File: src/rtl/mux_8x1_rr.sv
// 8-channel round-robin gather multiplexer with a registered valid/ready output stage.
// One grant per IDLE->HOLD pass; the scan pointer advances past the winner only when its transfer completes.
module mux_8x1_rr #(
  parameter int W = 1
) (
  input  logic           clk,
  input  logic           rst_n,
  input  logic [7:0]     req,
  input  logic [8*W-1:0] din,
  output logic [7:0]     ack,
  output logic [W-1:0]   dout,
  output logic [2:0]     sel,
  output logic           out_valid,
  input  logic           out_ready,
  output logic [7:0]     xfer_cnt
);

  localparam logic [0:0] ST_IDLE = 1'b0;
  localparam logic [0:0] ST_HOLD = 1'b1;

  logic [0:0]   state_q,     state_d;
  logic [2:0]   ptr_q,       ptr_d;
  logic         out_valid_q, out_valid_d;
  logic [7:0]   ack_q,       ack_d;
  logic [2:0]   sel_q,       sel_d;
  logic [W-1:0] dout_q,      dout_d;
  logic [7:0]   cnt_q,       cnt_d;

  logic [3:0]   pick_s;
  logic         win_found_s;
  logic [2:0]   win_idx_s;
  logic [W-1:0] win_data_s;

  // Returns {found, index} of the first set request scanning from p upward, wrapping 7 to 0.
  function automatic logic [3:0] rr_pick(input logic [7:0] r, input logic [2:0] p);
    logic [3:0] res;
    logic [2:0] k;
    res = 4'b0000;
    for (int i = 0; i < 8; i++) begin
      k = p + 3'(i);
      if (!res[3] && r[k]) begin
        res = {1'b1, k};
      end else begin
        res = res;
      end
    end
    return res;
  endfunction

  // Arbitration result for the current pointer and request vector.
  always_comb begin
    pick_s      = rr_pick(req, ptr_q);
    win_found_s = pick_s[3];
    win_idx_s   = pick_s[2:0];
    win_data_s  = din[int'(win_idx_s)*W +: W];
  end

  // Next-state logic: grant in IDLE, hold under backpressure, complete on out_ready.
  always_comb begin
    state_d     = state_q;
    ptr_d       = ptr_q;
    out_valid_d = out_valid_q;
    ack_d       = 8'h00;
    sel_d       = sel_q;
    dout_d      = dout_q;
    cnt_d       = cnt_q;
    case (state_q)
      ST_IDLE: begin
        if (win_found_s) begin
          sel_d       = win_idx_s;
          dout_d      = win_data_s;
          out_valid_d = 1'b1;
          ack_d       = 8'h01 << win_idx_s;
          state_d     = ST_HOLD;
        end else begin
          state_d = ST_IDLE;
        end
      end
      ST_HOLD: begin
        // req is deliberately not looked at here, so the completing edge leaves a bubble.
        if (out_ready) begin
          out_valid_d = 1'b0;
          ptr_d       = sel_q + 3'd1;
          cnt_d       = cnt_q + 8'd1;
          state_d     = ST_IDLE;
        end else begin
          state_d = ST_HOLD;
        end
      end
      default: begin
        state_d     = ST_IDLE;
        out_valid_d = 1'b0;
      end
    endcase
  end

  // State registers with synchronous active-low reset.
  always_ff @(posedge clk) begin
    if (!rst_n) begin
      state_q     <= ST_IDLE;
      ptr_q       <= 3'd0;
      out_valid_q <= 1'b0;
      ack_q       <= 8'h00;
      sel_q       <= 3'd0;
      dout_q      <= '0;
      cnt_q       <= 8'd0;
    end else begin
      state_q     <= state_d;
      ptr_q       <= ptr_d;
      out_valid_q <= out_valid_d;
      ack_q       <= ack_d;
      sel_q       <= sel_d;
      dout_q      <= dout_d;
      cnt_q       <= cnt_d;
    end
  end

  assign ack       = ack_q;
  assign dout      = dout_q;
  assign sel       = sel_q;
  assign out_valid = out_valid_q;
  assign xfer_cnt  = cnt_q;

endmodule

File: config.mk
export PLATFORM = sky130hd
export DESIGN_NAME = mux_8x1_rr
export DESIGN_NICKNAME = d
export VERILOG_FILES = /design/src/rtl/mux_8x1_rr.sv
export SDC_FILE = /design/constraint.sdc
export NUM_CORES = 1
export LEC_CHECK = 0
export BUFFER_PORTS_ARGS = -buffer_cell sky130_fd_sc_hd__buf_2
export CAP_MARGIN = 0
export CORE_MARGIN = 10
export CORE_UTILIZATION = 29
export CTS_CLUSTER_SIZE = 8
export DETAILED_ROUTE_END_ITERATION = 10
export GPL_ROUTABILITY_DRIVEN = 0
export SYNTH_ARGS = -nofsm -noshare
export SYNTH_HDL_FRONTEND = slang
export SYNTH_SLANG_ARGS = --single-unit
File: constraint.sdc
create_clock -name clk -period 4.6 [get_ports clk]
set_input_delay 0.92 -clock clk [delete_from_list [all_inputs] [get_ports clk]]
set_output_delay 0.92 -clock clk [all_outputs]
set_load 0.01 [all_outputs]
Word-level counts from Yosys, hierarchy flattened:

Cells that the tools add are included.

* reductions and logical operators: 18
* add/sub/neg operators: 9
* divide/modulo/power cells: 0
* shift operators: 2
* muxes and demuxes: 30
* multipliers: 0
* bitwise gates (word level): 3
* eq/ne operators: 2
* $lt $le $gt $ge: 8

Operators with widths (count)
* less-than comparator 3 x 4 -> 1 bit, second input constant: 8
* two-way mux 4 bit: 8
* binary-select mux 1 bit (select 3 bit): 8
* adder 3 bit, second input constant: 4
* two-way mux 1 bit: 12
* adder 8 x 1 -> 8 bit, second input constant: 1
* variable part select 8 x 4 -> 1 bit: 1
* left shift 1 x 3 -> 8 bit, first input constant: 1
* logical AND 1 bit: 7
* zero test 1 bit: 7
* adder 3 x 1 -> 3 bit, second input constant: 2
* adder 3 x 2 -> 3 bit, second input constant: 2
* AND reduction 2 bit: 3
* != test 2 bit, second input constant: 2
* case mux 1 bit (2 select lines): 2
* NOT 1 bit: 3
* OR reduction 3 bit: 1

* latch bits: 0
* memory bits (writable): 0
* bits in read-only memories: 0
* logic and storage cells: 79
* register bits: 25
* output and inout port bits: 21
* input port bits: 19
* memories kept: 0

Logic depth before layout (Yosys ltp):

Gate-level depths: netlist of run 1.

* depth after elaboration: 26
* gate-level depth with buffers: 14
* depth with buffers taken out: 11

Worst setup path before layout of run 1:

OpenSTA, ideal clock, no wires.

* kind: reg2reg
* start point: register ptr_q[0]
* end point: register dout_q (netlist: dout)
* clock period less this slack: 3.682 ns
* setup time: 0.131 ns
* data arrival time: 3.551 ns
* setup slack: 0.918 ns
* path buffers: 2
* data required time: 4.469 ns
* cell stages (with the launch flop): 14
* cell sequence: dfxtp_1 -> buf_4 -> clkinv_1 -> ha_1 -> buf_6 -> mux4_2 -> a21oi_2 -> a22oi_2 -> o41a_1 -> o221a_4 -> nor2_8 -> mux2_2 -> o211ai_1 -> o211ai_2

* longest elaborated chain between the ends: 25
* elaborated cells on any way between the ends: 47
* classes of those cells: add/sub: 7; shift: 1; mux: 24; reduce/logical: 15

Ends and longest elaborated chain
* start, declared: line 22 `logic [2:0] ptr_q, ptr_d;`
* start signal, assigned: line 109 `ptr_q <= ptr_d;`
* parallel branches: the longest is 23 deep, another holds adder 3 x 1 -> 3 bit
* two-way mux 4 bit *: line 41 `if (!res[3] && r[k]) begin`
* variable part select 8 x 4 -> 1 bit or AND reduction 2 bit (tied branches)
* end signal, assigned: line 113 `dout_q <= dout_d;`
* end, declared: line 26 `logic [W-1:0] dout_q, dout_d;`

Every way passes the cells marked *. The select of a mux whose other input is x is not followed.
A chain may end at the register's enable or synchronous reset.

Worst setup path in the final report of run 1:

* start point: register ptr_q[1]
* end point: register dout_q (netlist: dout)

The elaborated chain is that of the path after synthesis.

==> flow_summary.html, run 1 <==
<table>
<tr><th>Metric</th><th>Value</th></tr>
<tr><th colspan="2">Place</th></tr>
<tr><td>Pre-CTS setup slack</td><td>0.652 ns</td></tr>
<tr><td>Post-DP Area</td><td>approximately 2400 um^2</td></tr>
<tr><td>Estimated wirelength of the detail-placed design</td><td>approximately 4200 um</td></tr>
<tr><td>IO buf count</td><td>39</td></tr>
<tr><th colspan="2">Clock network</th></tr>
<tr><td>CTS sink cnt</td><td>25</td></tr>
<tr><td>Clock latency on the worst-skew pair</td><td>0.27 ns</td></tr>
<tr><td>Htree depth</td><td>1</td></tr>
<tr><td>Clock input transition at the sequential cells of the worst setup and hold paths</td><td>0.09 ns</td></tr>
<tr><td>Clock tree buffer depth</td><td>2</td></tr>
<tr><td>Clock Root Buffer</td><td>sky130_fd_sc_hd__clkbuf_8</td></tr>
<tr><td>Number of gates given a new drive strength after cts</td><td>0</td></tr>
<tr><td>Number of buffers inserted during clock tree synthesis</td><td>3</td></tr>
<tr><td>Clock tree from TritonCTS</td><td>built</td></tr>
<tr><td>Number of hold buffers added after CTS</td><td>0</td></tr>
<tr><td>Post-CTS Setup Inserts</td><td>0</td></tr>
<tr><th colspan="2">Pwr</th></tr>
<tr><td>Combinational group share of total power</td><td>44.3%</td></tr>
<tr><td>Power density relative to cell area</td><td>279 nW/um^2</td></tr>
<tr><td>Internal Dissipation</td><td>430 uW</td></tr>
<tr><td>Standby leakage power</td><td>0.943 nW</td></tr>
<tr><td>Net Switching</td><td>between 200 and 250 uW</td></tr>
<tr><td>Sequential share of power</td><td>36.2%</td></tr>
<tr><td>Sw Share</td><td>between 30% and 40%</td></tr>
<tr><td>Total power of the final layout</td><td>679 uW</td></tr>
<tr><td>Clock share of power</td><td>19.5%</td></tr>
<tr><td>Largest voltage drop on the vdd net</td><td>0.000123 V</td></tr>
<tr><th colspan="2">Cells and area</th></tr>
<tr><td>Final Net Count</td><td>279</td></tr>
<tr><td>Growth of design area from synthesis to finish</td><td>15.6%</td></tr>
<tr><td>Total non-filler cell area in the finished layout</td><td>approximately 2400 um^2</td></tr>
<tr><td>Total of fill cells in the finished design</td><td>748</td></tr>
<tr><td>Final design utilization</td><td>approximately 34%</td></tr>
<tr><td>Total area of multi-input combinational cells</td><td>1530 um^2</td></tr>
<tr><td>Commonest non-fill, non-tap cells in the layout</td><td>39 x sky130_fd_sc_hd__buf_2, 25 x sky130_fd_sc_hd__dfxtp_1, 21 x sky130_fd_sc_hd__nand2_1, 19 x sky130_fd_sc_hd__mux2i_1, 13 x sky130_fd_sc_hd__mux4_2</td></tr>
<tr><td>Layout cells sized above 1</td><td>31.4%</td></tr>
<tr><td>Antenna Diode Count</td><td>0</td></tr>
<tr><td>Flip-flop and latch area</td><td>500 um^2</td></tr>
<tr><td>Most common cell after layout, fill and taps aside</td><td>sky130_fd_sc_hd__buf_2</td></tr>
<tr><th colspan="2">Synthesis</th></tr>
<tr><td>Netlist area before placement</td><td>2110 um^2</td></tr>
<tr><td>Count of flip-flops with a built-in enable after synthesis</td><td>0</td></tr>
<tr><td>Async set or reset register ratio after synthesis</td><td>0%</td></tr>
<tr><td>Synthesized Nets</td><td>243</td></tr>
<tr><td>Post-Synthesis Mean Instance Area</td><td>9.59 um^2</td></tr>
<tr><td>Synthesis Warnings</td><td>0</td></tr>
<tr><td>Sequential-to-total area share from yosys stat</td><td>23.7%</td></tr>
<tr><td>Cell count after synthesis</td><td>220</td></tr>
<tr><td>Count of distinct cell types in the synthesized netlist</td><td>55</td></tr>
<tr><td>Flop and latch count out of synthesis</td><td>25</td></tr>
<tr><td>Dominant register cell in the synthesized netlist</td><td>sky130_fd_sc_hd__dfxtp_1</td></tr>
<tr><th colspan="2">Floorplanning</th></tr>
<tr><td>FP Rows</td><td>31</td></tr>
<tr><td>Top Ports</td><td>40</td></tr>
<tr><td>Core outline area</td><td>around 7000 um^2</td></tr>
<tr><td>Die outline width</td><td>between 100 and 150 um</td></tr>
<tr><td>Starting density of the core</td><td>roughly 29%</td></tr>
<tr><td>Die Span Y</td><td>105 um</td></tr>
<tr><td>Die ar.</td><td>11100 um^2</td></tr>
<tr><th colspan="2">Setup path</th></tr>
<tr><td>Kind of start point of the critical path</td><td>register</td></tr>
<tr><td>CP max FO</td><td>17</td></tr>
<tr><td>Slowest Stage Delay on Critical Path</td><td>around 0.64 ns</td></tr>
<tr><td>Terminus of the critical flop-to-flop path</td><td>dout</td></tr>
<tr><td>Slowest cell on crit path</td><td>sky130_fd_sc_hd__dfxtp_1</td></tr>
<tr><td>Most repeated library cell on the critical path</td><td>sky130_fd_sc_hd__a211oi_1</td></tr>
<tr><td>Class of the most critical setup path</td><td>reg -&gt; reg</td></tr>
<tr><td>Worst reg2reg path depth</td><td>11</td></tr>
<tr><td>CP Capture Type</td><td>register</td></tr>
<tr><td>Worst reg2reg setup slack</td><td>0.65 ns</td></tr>
<tr><td>Worst endpoint data arrival time</td><td>4.15 ns</td></tr>
<tr><td>Worst reg2reg path startpoint</td><td>ptr_q[1]</td></tr>
<tr><td>Critical-path cell list</td><td>inv_1 -&gt; ha_1 -&gt; buf_4 -&gt; mux2_2 -&gt; mux4_2 -&gt; nor3b_1 -&gt; a211oi_1 -&gt; o211ai_1 -&gt; a211oi_1 -&gt; a2111o_1 -&gt; o211ai_2</td></tr>
<tr><td>Required time of the critical path</td><td>4.80 ns</td></tr>
<tr><th colspan="2">Timing</th></tr>
<tr><td>Final worst path period share</td><td>between 80% and 90%</td></tr>
<tr><td>Setup total negative slack</td><td>0 ns</td></tr>
<tr><td>Max Clock Freq</td><td>about 250 MHz</td></tr>
<tr><td>Hold Violations, Final</td><td>0</td></tr>
<tr><td>Setup repair after global routing missed its margin</td><td>false</td></tr>
<tr><td>Least-Margin Pin Slew</td><td>0.609 ns</td></tr>
<tr><td>Fin Clk Skew</td><td>about 0.0018 ns</td></tr>
<tr><td>Post-layout worst setup margin</td><td>0.650 ns</td></tr>
<tr><td>Endpoints failing setup</td><td>0</td></tr>
<tr><td>Max Transition Viols Final</td><td>0</td></tr>
<tr><td>Clock period minus worst slack</td><td>between 3 and 4 ns</td></tr>
<tr><td>Max transition margin</td><td>58.2%</td></tr>
<tr><th colspan="2">Global route</th></tr>
<tr><td>GRT Resource Usage Total</td><td>9.58%</td></tr>
<tr><td>Global-route wire length before repair</td><td>9180 um</td></tr>
<tr><td>Initial antenna violation count</td><td>0</td></tr>
<tr><td>Grt total ovfl</td><td>0</td></tr>
<tr><td>Via count of the first global-routing pass</td><td>between 1500 and 2000</td></tr>
<tr><td>Largest net degree at the start of global routing</td><td>20</td></tr>
<tr><th colspan="2">Detailed routing</th></tr>
<tr><td>Routed length per placed instance</td><td>15.4 um</td></tr>
<tr><td>Average via count per standard cell</td><td>5.21</td></tr>
<tr><td>Routed Antenna Nets</td><td>0</td></tr>
<tr><td>Via count</td><td>1843</td></tr>
<tr><td>Post-detailed-route DRC marker count</td><td>0</td></tr>
<tr><td>Number of detailed-routing iterations run before antenna repair</td><td>4</td></tr>
<tr><td>DR iter-0 viols</td><td>147</td></tr>
<tr><td>Overall routed net length</td><td>5440 um</td></tr>
<tr><th colspan="2">Hold path</th></tr>
<tr><td>Startpoint of the tightest hold check path</td><td>xfer_cnt[7]</td></tr>
<tr><td>Worst hold-check path type</td><td>reg -&gt; reg</td></tr>
<tr><td>Hold path cells</td><td>2</td></tr>
<tr><td>Min-Delay Endpoint</td><td>xfer_cnt[7]</td></tr>
<tr><th colspan="2">Flow run</th></tr>
<tr><td>Number of max-cap violations</td><td>0</td></tr>
<tr><th colspan="2">Run status</th></tr>
<tr><td>Run status</td><td>complete, no violations</td></tr>
</table>
[cells by family (layout without fill, tap and decap cells)]
family / Yosys count / in the layout / synth area share, %
and+or+nand+nor: 68 / 68 / 17.3
AOI/OAI and AO/OA: 56 / 56 / 21.3
muxes: 42 / 42 / 28.2
DFF: 25 / 25 / 23.7
buffers and inverters: 17 / 52 / 3.80
xor gates and xnor gates: 8 / 8 / 3.32
adders and majority gates: 4 / 4 / 2.37
[power by group through the flow]
stage / clock [mW] / sequential, mW / combinational, mW
after floorplan: 0 / 0.252 / 0.226
after global placement: 0 / 0.251 / 0.298
after detailed placement: 0 / 0.251 / 0.300
after CTS: 0.137 / 0.246 / 0.301
after global routing: 0.147 / 0.248 / 0.332
final: 0.132 / 0.246 / 0.301
[how the worst max path moves through the flow]
stage / startpoint / endpoint / slack, ns / depth (start not counted)
after floorplan: ptr_q[0] / dout / 0.92 / 13
after global placement: ptr_q[1] / dout / 0.72 / 12
after detailed placement: ptr_q[1] / dout / 0.65 / 11
after CTS: ptr_q[1] / dout / 0.64 / 11
after global routing: ptr_q[1] / dout / 0.31 / 11
final: ptr_q[1] / dout / 0.65 / 11
[through the flow]
stage | hold slack, ns | instances
after global routing | 0.530 | 354
after detailed placement | 0.491 | 350
after floorplan | 0.463 | 220
after global placement | 0.473 | 350
after CTS | 0.505 | 354
final | 0.498 | 354
[metal layers]
layer	routed length, um	up-vias	track usage (%)
li1	-	911	-
met1	2630	862	13.7
met2	2390	68	14.5
met3	395	2	2.19
met4	27	0	1.47
met5	0	-	0
[cell type report]
| cell class | count | share of cell area, % |
|---|---|---|
| Timing Repair Buffer | 41 | 8.62 |
| Clock buffer | 3 | 1.69 |
| Tap cell | 99 | 5.08 |
| Sequential cell | 25 | 20.5 |
| Clock inverter | 1 | 0.308 |
| Multi-Input combinational cell | 178 | 62.7 |
| Inverter | 7 | 1.08 |
[cells in the mapped netlist, types with 2 or more instances]
cell type,number,area [um^2]
sky130_fd_sc_hd__ha_1,4,50.1
sky130_fd_sc_hd__or2_2,2,12.5
sky130_fd_sc_hd__nand4_1,4,25.0
sky130_fd_sc_hd__or3_1,4,25.0
sky130_fd_sc_hd__mux4_2,13,293
sky130_fd_sc_hd__buf_4,2,15.0
sky130_fd_sc_hd__nor2_1,11,41.3
sky130_fd_sc_hd__mux2i_1,19,190
sky130_fd_sc_hd__o21ai_0,6,30.0
sky130_fd_sc_hd__mux2_2,10,113
sky130_fd_sc_hd__a211oi_1,5,37.5
sky130_fd_sc_hd__nor2b_1,6,37.5
sky130_fd_sc_hd__xnor2_1,8,70.1
sky130_fd_sc_hd__o32ai_1,2,17.5
sky130_fd_sc_hd__a32oi_1,2,17.5
sky130_fd_sc_hd__a31oi_1,2,12.5
sky130_fd_sc_hd__nand2_1,21,78.8
sky130_fd_sc_hd__a21boi_0,7,52.6
sky130_fd_sc_hd__a21oi_2,3,26.3
sky130_fd_sc_hd__and2_1,10,62.6
sky130_fd_sc_hd__dfxtp_1,25,500
sky130_fd_sc_hd__nand3_1,2,10.0
sky130_fd_sc_hd__o211ai_1,3,22.5
sky130_fd_sc_hd__o211a_1,2,20.0
sky130_fd_sc_hd__inv_1,6,22.5
sky130_fd_sc_hd__o311ai_0,2,17.5
sky130_fd_sc_hd__a21oi_1,7,35.0
sky130_fd_sc_hd__clkbuf_1,5,18.8
[sequential cells by signal, indices dropped and copies added (netlist names)]
register / count
xfer_cnt: 8
ack: 8
sel: 3
dout: 1
ptr_q: 3
out_valid: 1
state_q: 1
[critical path: cells and delay by family, from the launching register on]
family          cells  cell delay (ns)
mux                 2             0.94
simple gates        1             0.22
fa+ha+maj           1             0.41
flops               1             0.64
compound gates      5             1.18
buf+inv             2             0.49
Note: power is estimated with default switching activity, not from simulation.
==> run 2, diff against run 1 <==
--- a/config.mk
+++ b/config.mk
@@ -8,10 +8,12 @@
 export BUFFER_PORTS_ARGS = -buffer_cell sky130_fd_sc_hd__buf_2
 export CAP_MARGIN = 0
 export CORE_MARGIN = 10
-export CORE_UTILIZATION = 29
+export CORE_UTILIZATION = 56
 export CTS_CLUSTER_SIZE = 8
 export DETAILED_ROUTE_END_ITERATION = 10
 export GPL_ROUTABILITY_DRIVEN = 0
+export GPL_TIMING_DRIVEN = 0
+export PLACE_DENSITY = 0.81
 export SYNTH_ARGS = -nofsm -noshare
 export SYNTH_HDL_FRONTEND = slang
 export SYNTH_SLANG_ARGS = --single-unit
==> run 2 against run 1 <==
  * Combinational power grew 2%
  * Sequential cell count did not move
  * Total power barely moved
  * Non-clock buffer count increased by 7
  * Critical path type unchanged
  * Critical endpoint unchanged
  * Largest cell class unchanged
==> flow_summary.html, run 2 (synthesized netlist as in run 1, its figures left out) <==
<table>
<tr><th>Metric</th><th>Value</th></tr>
<tr><th colspan="2">Run status</th></tr>
<tr><td>Run status</td><td>complete, no violations</td></tr>
<tr><th colspan="2">Clock network</th></tr>
<tr><td>Clock tree buffer depth</td><td>2</td></tr>
<tr><td>Clock latency on the worst-skew pair</td><td>between 0.2 and 0.3 ns</td></tr>
<tr><td>Clock Root Buffer</td><td>sky130_fd_sc_hd__clkbuf_8</td></tr>
<tr><td>Number of gates given a new drive strength after cts</td><td>0</td></tr>
<tr><td>Post-CTS Setup Inserts</td><td>0</td></tr>
<tr><td>Number of buffers inserted during clock tree synthesis</td><td>3</td></tr>
<tr><td>Clock tree from TritonCTS</td><td>built</td></tr>
<tr><td>Number of hold buffers added after CTS</td><td>0</td></tr>
<tr><td>Htree depth</td><td>1</td></tr>
<tr><td>Clock input transition at the sequential cells of the worst setup and hold paths</td><td>about 0.09 ns</td></tr>
<tr><td>CTS sink cnt</td><td>25</td></tr>
<tr><th colspan="2">Global route</th></tr>
<tr><td>Grt total ovfl</td><td>0</td></tr>
<tr><td>Initial antenna violation count</td><td>0</td></tr>
<tr><td>Largest net degree at the start of global routing</td><td>15</td></tr>
<tr><td>GRT Resource Usage Total</td><td>~16%</td></tr>
<tr><td>Via count of the first global-routing pass</td><td>1780</td></tr>
<tr><td>Global-route wire length before repair</td><td>8650 um</td></tr>
<tr><th colspan="2">Setup path</th></tr>
<tr><td>Slowest cell on crit path</td><td>sky130_fd_sc_hd__mux4_2</td></tr>
<tr><td>Critical-path cell list</td><td>buf_4 -&gt; clkinv_1 -&gt; ha_1 -&gt; buf_6 -&gt; buf_4 -&gt; mux2_2 -&gt; mux4_2 -&gt; a21oi_1 -&gt; a31oi_1 -&gt; o221a_4 -&gt; nor2_8 -&gt; mux2_2 -&gt; o211ai_1 -&gt; o211ai_2</td></tr>
<tr><td>Delay-heaviest family, CP</td><td>multiplexers</td></tr>
<tr><td>CP Capture Type</td><td>register</td></tr>
<tr><td>Required time of the critical path</td><td>4.74 ns</td></tr>
<tr><td>Worst endpoint data arrival time</td><td>4.21 ns</td></tr>
<tr><td>CP max FO</td><td>10</td></tr>
<tr><td>Slowest Stage Delay on Critical Path</td><td>0.57 ns</td></tr>
<tr><td>Kind of start point of the critical path</td><td>register</td></tr>
<tr><td>Buf/Inv on CP</td><td>4</td></tr>
<tr><td>Class of the most critical setup path</td><td>reg -&gt; reg</td></tr>
<tr><td>Start point of the critical path</td><td>ptr_q[0]</td></tr>
<tr><td>Worst reg2reg path startpoint</td><td>ptr_q[0]</td></tr>
<tr><th colspan="2">Timing</th></tr>
<tr><td>Hold Violations, Final</td><td>0</td></tr>
<tr><td>Clock period minus worst slack</td><td>between 4 and 5 ns</td></tr>
<tr><td>Endpoints failing setup</td><td>0</td></tr>
<tr><td>Max Clock Freq</td><td>about 250 MHz</td></tr>
<tr><td>Setup total negative slack</td><td>0 ns</td></tr>
<tr><td>Max transition margin</td><td>between 60% and 70%</td></tr>
<tr><td>Fin Clk Skew</td><td>~0.0036 ns</td></tr>
<tr><td>Setup repair after global routing missed its margin</td><td>false</td></tr>
<tr><td>Final worst path period share</td><td>between 80% and 90%</td></tr>
<tr><td>Least-Margin Pin Slew</td><td>approximately 0.55 ns</td></tr>
<tr><td>Max Transition Viols Final</td><td>0</td></tr>
<tr><th colspan="2">Detailed routing</th></tr>
<tr><td>Top layer reached by signal wires</td><td>met4</td></tr>
<tr><td>Post-detailed-route DRC marker count</td><td>0</td></tr>
<tr><td>Average via count per standard cell</td><td>6.21</td></tr>
<tr><td>Overall routed net length</td><td>5190 um</td></tr>
<tr><td>Routed length per placed instance</td><td>16.7 um</td></tr>
<tr><td>Via count</td><td>approximately 1900</td></tr>
<tr><td>DR iter-0 viols</td><td>113</td></tr>
<tr><td>Met3 routed wirelength</td><td>490 um</td></tr>
<tr><td>Number of detailed-routing iterations run before antenna repair</td><td>4</td></tr>
<tr><td>Met2 routed wirelength</td><td>2360 um</td></tr>
<tr><td>Routed Antenna Nets</td><td>0</td></tr>
<tr><td>Met1 WL</td><td>approximately 2300 um</td></tr>
<tr><th colspan="2">Pwr</th></tr>
<tr><td>Power density relative to cell area</td><td>roughly 280 nW/um^2</td></tr>
<tr><td>Internal Dissipation</td><td>433 uW</td></tr>
<tr><td>Net Switching</td><td>246 uW</td></tr>
<tr><td>Clock share of power</td><td>19.1%</td></tr>
<tr><td>Combinational group share of total power</td><td>a little under half</td></tr>
<tr><td>Largest voltage drop on the vdd net</td><td>0.000185 V</td></tr>
<tr><td>Sequential share of power</td><td>35.7%</td></tr>
<tr><td>Standby leakage power</td><td>0.961 nW</td></tr>
<tr><td>Sw Share</td><td>36.2%</td></tr>
<tr><th colspan="2">Cells and area</th></tr>
<tr><td>Commonest non-fill, non-tap cells in the layout</td><td>39 x sky130_fd_sc_hd__buf_2, 25 x sky130_fd_sc_hd__dfxtp_1, 21 x sky130_fd_sc_hd__nand2_1, 19 x sky130_fd_sc_hd__mux2i_1, 13 x sky130_fd_sc_hd__mux4_2</td></tr>
<tr><td>Layout cells sized above 1</td><td>just over 30%</td></tr>
<tr><td>Final design utilization</td><td>65.7%</td></tr>
<tr><td>Final Net Count</td><td>approximately 290</td></tr>
<tr><td>Most common cell after layout, fill and taps aside</td><td>sky130_fd_sc_hd__buf_2</td></tr>
<tr><td>Antenna Diode Count</td><td>0</td></tr>
<tr><td>Growth of design area from synthesis to finish</td><td>14.1%</td></tr>
<tr><th colspan="2">Floorplanning</th></tr>
<tr><td>Die ar.</td><td>6620 um^2</td></tr>
<tr><td>Die Span Y</td><td>81.4 um</td></tr>
<tr><td>Core outline area</td><td>3660 um^2</td></tr>
<tr><td>Starting density of the core</td><td>57.6%</td></tr>
<tr><td>Top Ports</td><td>40</td></tr>
<tr><td>FP Rows</td><td>22</td></tr>
<tr><td>Die outline width</td><td>approximately 80 um</td></tr>
<tr><th colspan="2">Flow run</th></tr>
<tr><td>Number of max-cap violations</td><td>0</td></tr>
<tr><th colspan="2">Hold path</th></tr>
<tr><td>Startpoint of the tightest hold check path</td><td>xfer_cnt[7]</td></tr>
<tr><td>Worst hold-check path type</td><td>reg -&gt; reg</td></tr>
<tr><th colspan="2">Place</th></tr>
<tr><td>IO buf count</td><td>38</td></tr>
<tr><td>Estimated wirelength of the detail-placed design</td><td>4110 um</td></tr>
</table>
run 2: final cells by class:
| type | instances | area [um^2] |
|---|---|---|
| Buffer | 10 | 53.8 |
| Inverter | 7 | 26.3 |
| Clock buffer | 3 | 41.3 |
| Fill cell | 300 | 1250 |
| Timing Repair Buffer | 38 | 190 |
| Tap cell | 48 | 60.1 |
| Multi-Input combinational cell | 178 | 1530 |
| Clock inverter | 1 | 5.00 |
| Sequential cell | 25 | 500 |
run 2: path summary, 6_finish.rpt:
| path | endpoint | slack [ns] | cells past startpoint |
|---|---|---|---|
| worst max register to register | dout | 0.53 | 14 |
| worst min register to register | xfer_cnt[7] | 0.50 | 2 |
| worst max-delay path | dout | 0.53 | 14 |
| worst min-delay path | xfer_cnt[7] | 0.50 | 2 |
run 2: per-stage QoR:
step	hold slack (ns)	total power [mW]	cells	area [um^2]	setup WS [ns]
detailed placement	0.493	0.552	306	2360	0.547
CTS	0.505	0.680	310	2410	0.538
floorplan	0.463	0.479	220	2110	0.918
global route	0.534	0.723	310	2410	0.310
finish	0.496	0.679	310	2410	0.533
global placement	0.475	0.545	306	2360	0.594
run 2: power groups by stage:
stage / combinational, mW / sequential, mW / clock, mW
2_1_floorplan: 0.226 / 0.252 / 0
3_3_place_gp: 0.299 / 0.247 / 0
3_5_place_dp: 0.305 / 0.248 / 0
4_1_cts: 0.305 / 0.242 / 0.132
5_1_grt: 0.337 / 0.245 / 0.142
6_report: 0.307 / 0.242 / 0.130
run 2: worst register-to-register path: stages (launching register included):
cell and delay [ns]:
sky130_fd_sc_hd__dfxtp_1 0.34, sky130_fd_sc_hd__buf_4 0.19, sky130_fd_sc_hd__clkinv_1 0.28, sky130_fd_sc_hd__ha_1 0.44, sky130_fd_sc_hd__buf_6 0.18, sky130_fd_sc_hd__buf_4 0.21
sky130_fd_sc_hd__mux2_2 0.37, sky130_fd_sc_hd__mux4_2 0.57, sky130_fd_sc_hd__a21oi_1 0.15, sky130_fd_sc_hd__a31oi_1 0.08, sky130_fd_sc_hd__o221a_4 0.32, sky130_fd_sc_hd__nor2_8 0.16
sky130_fd_sc_hd__mux2_2 0.35, sky130_fd_sc_hd__o211ai_1 0.20, sky130_fd_sc_hd__o211ai_2 0.11
run 2: routing by layer:
| metal | vias up | global-route usage, % |
|---|---|---|
| met5 | - | 0 |
| met4 | 0 | 4.50 |
| met3 | 8 | 4.19 |
| met2 | 83 | 24.9 |
| met1 | 900 | 21.0 |
| li1 | 934 | - |
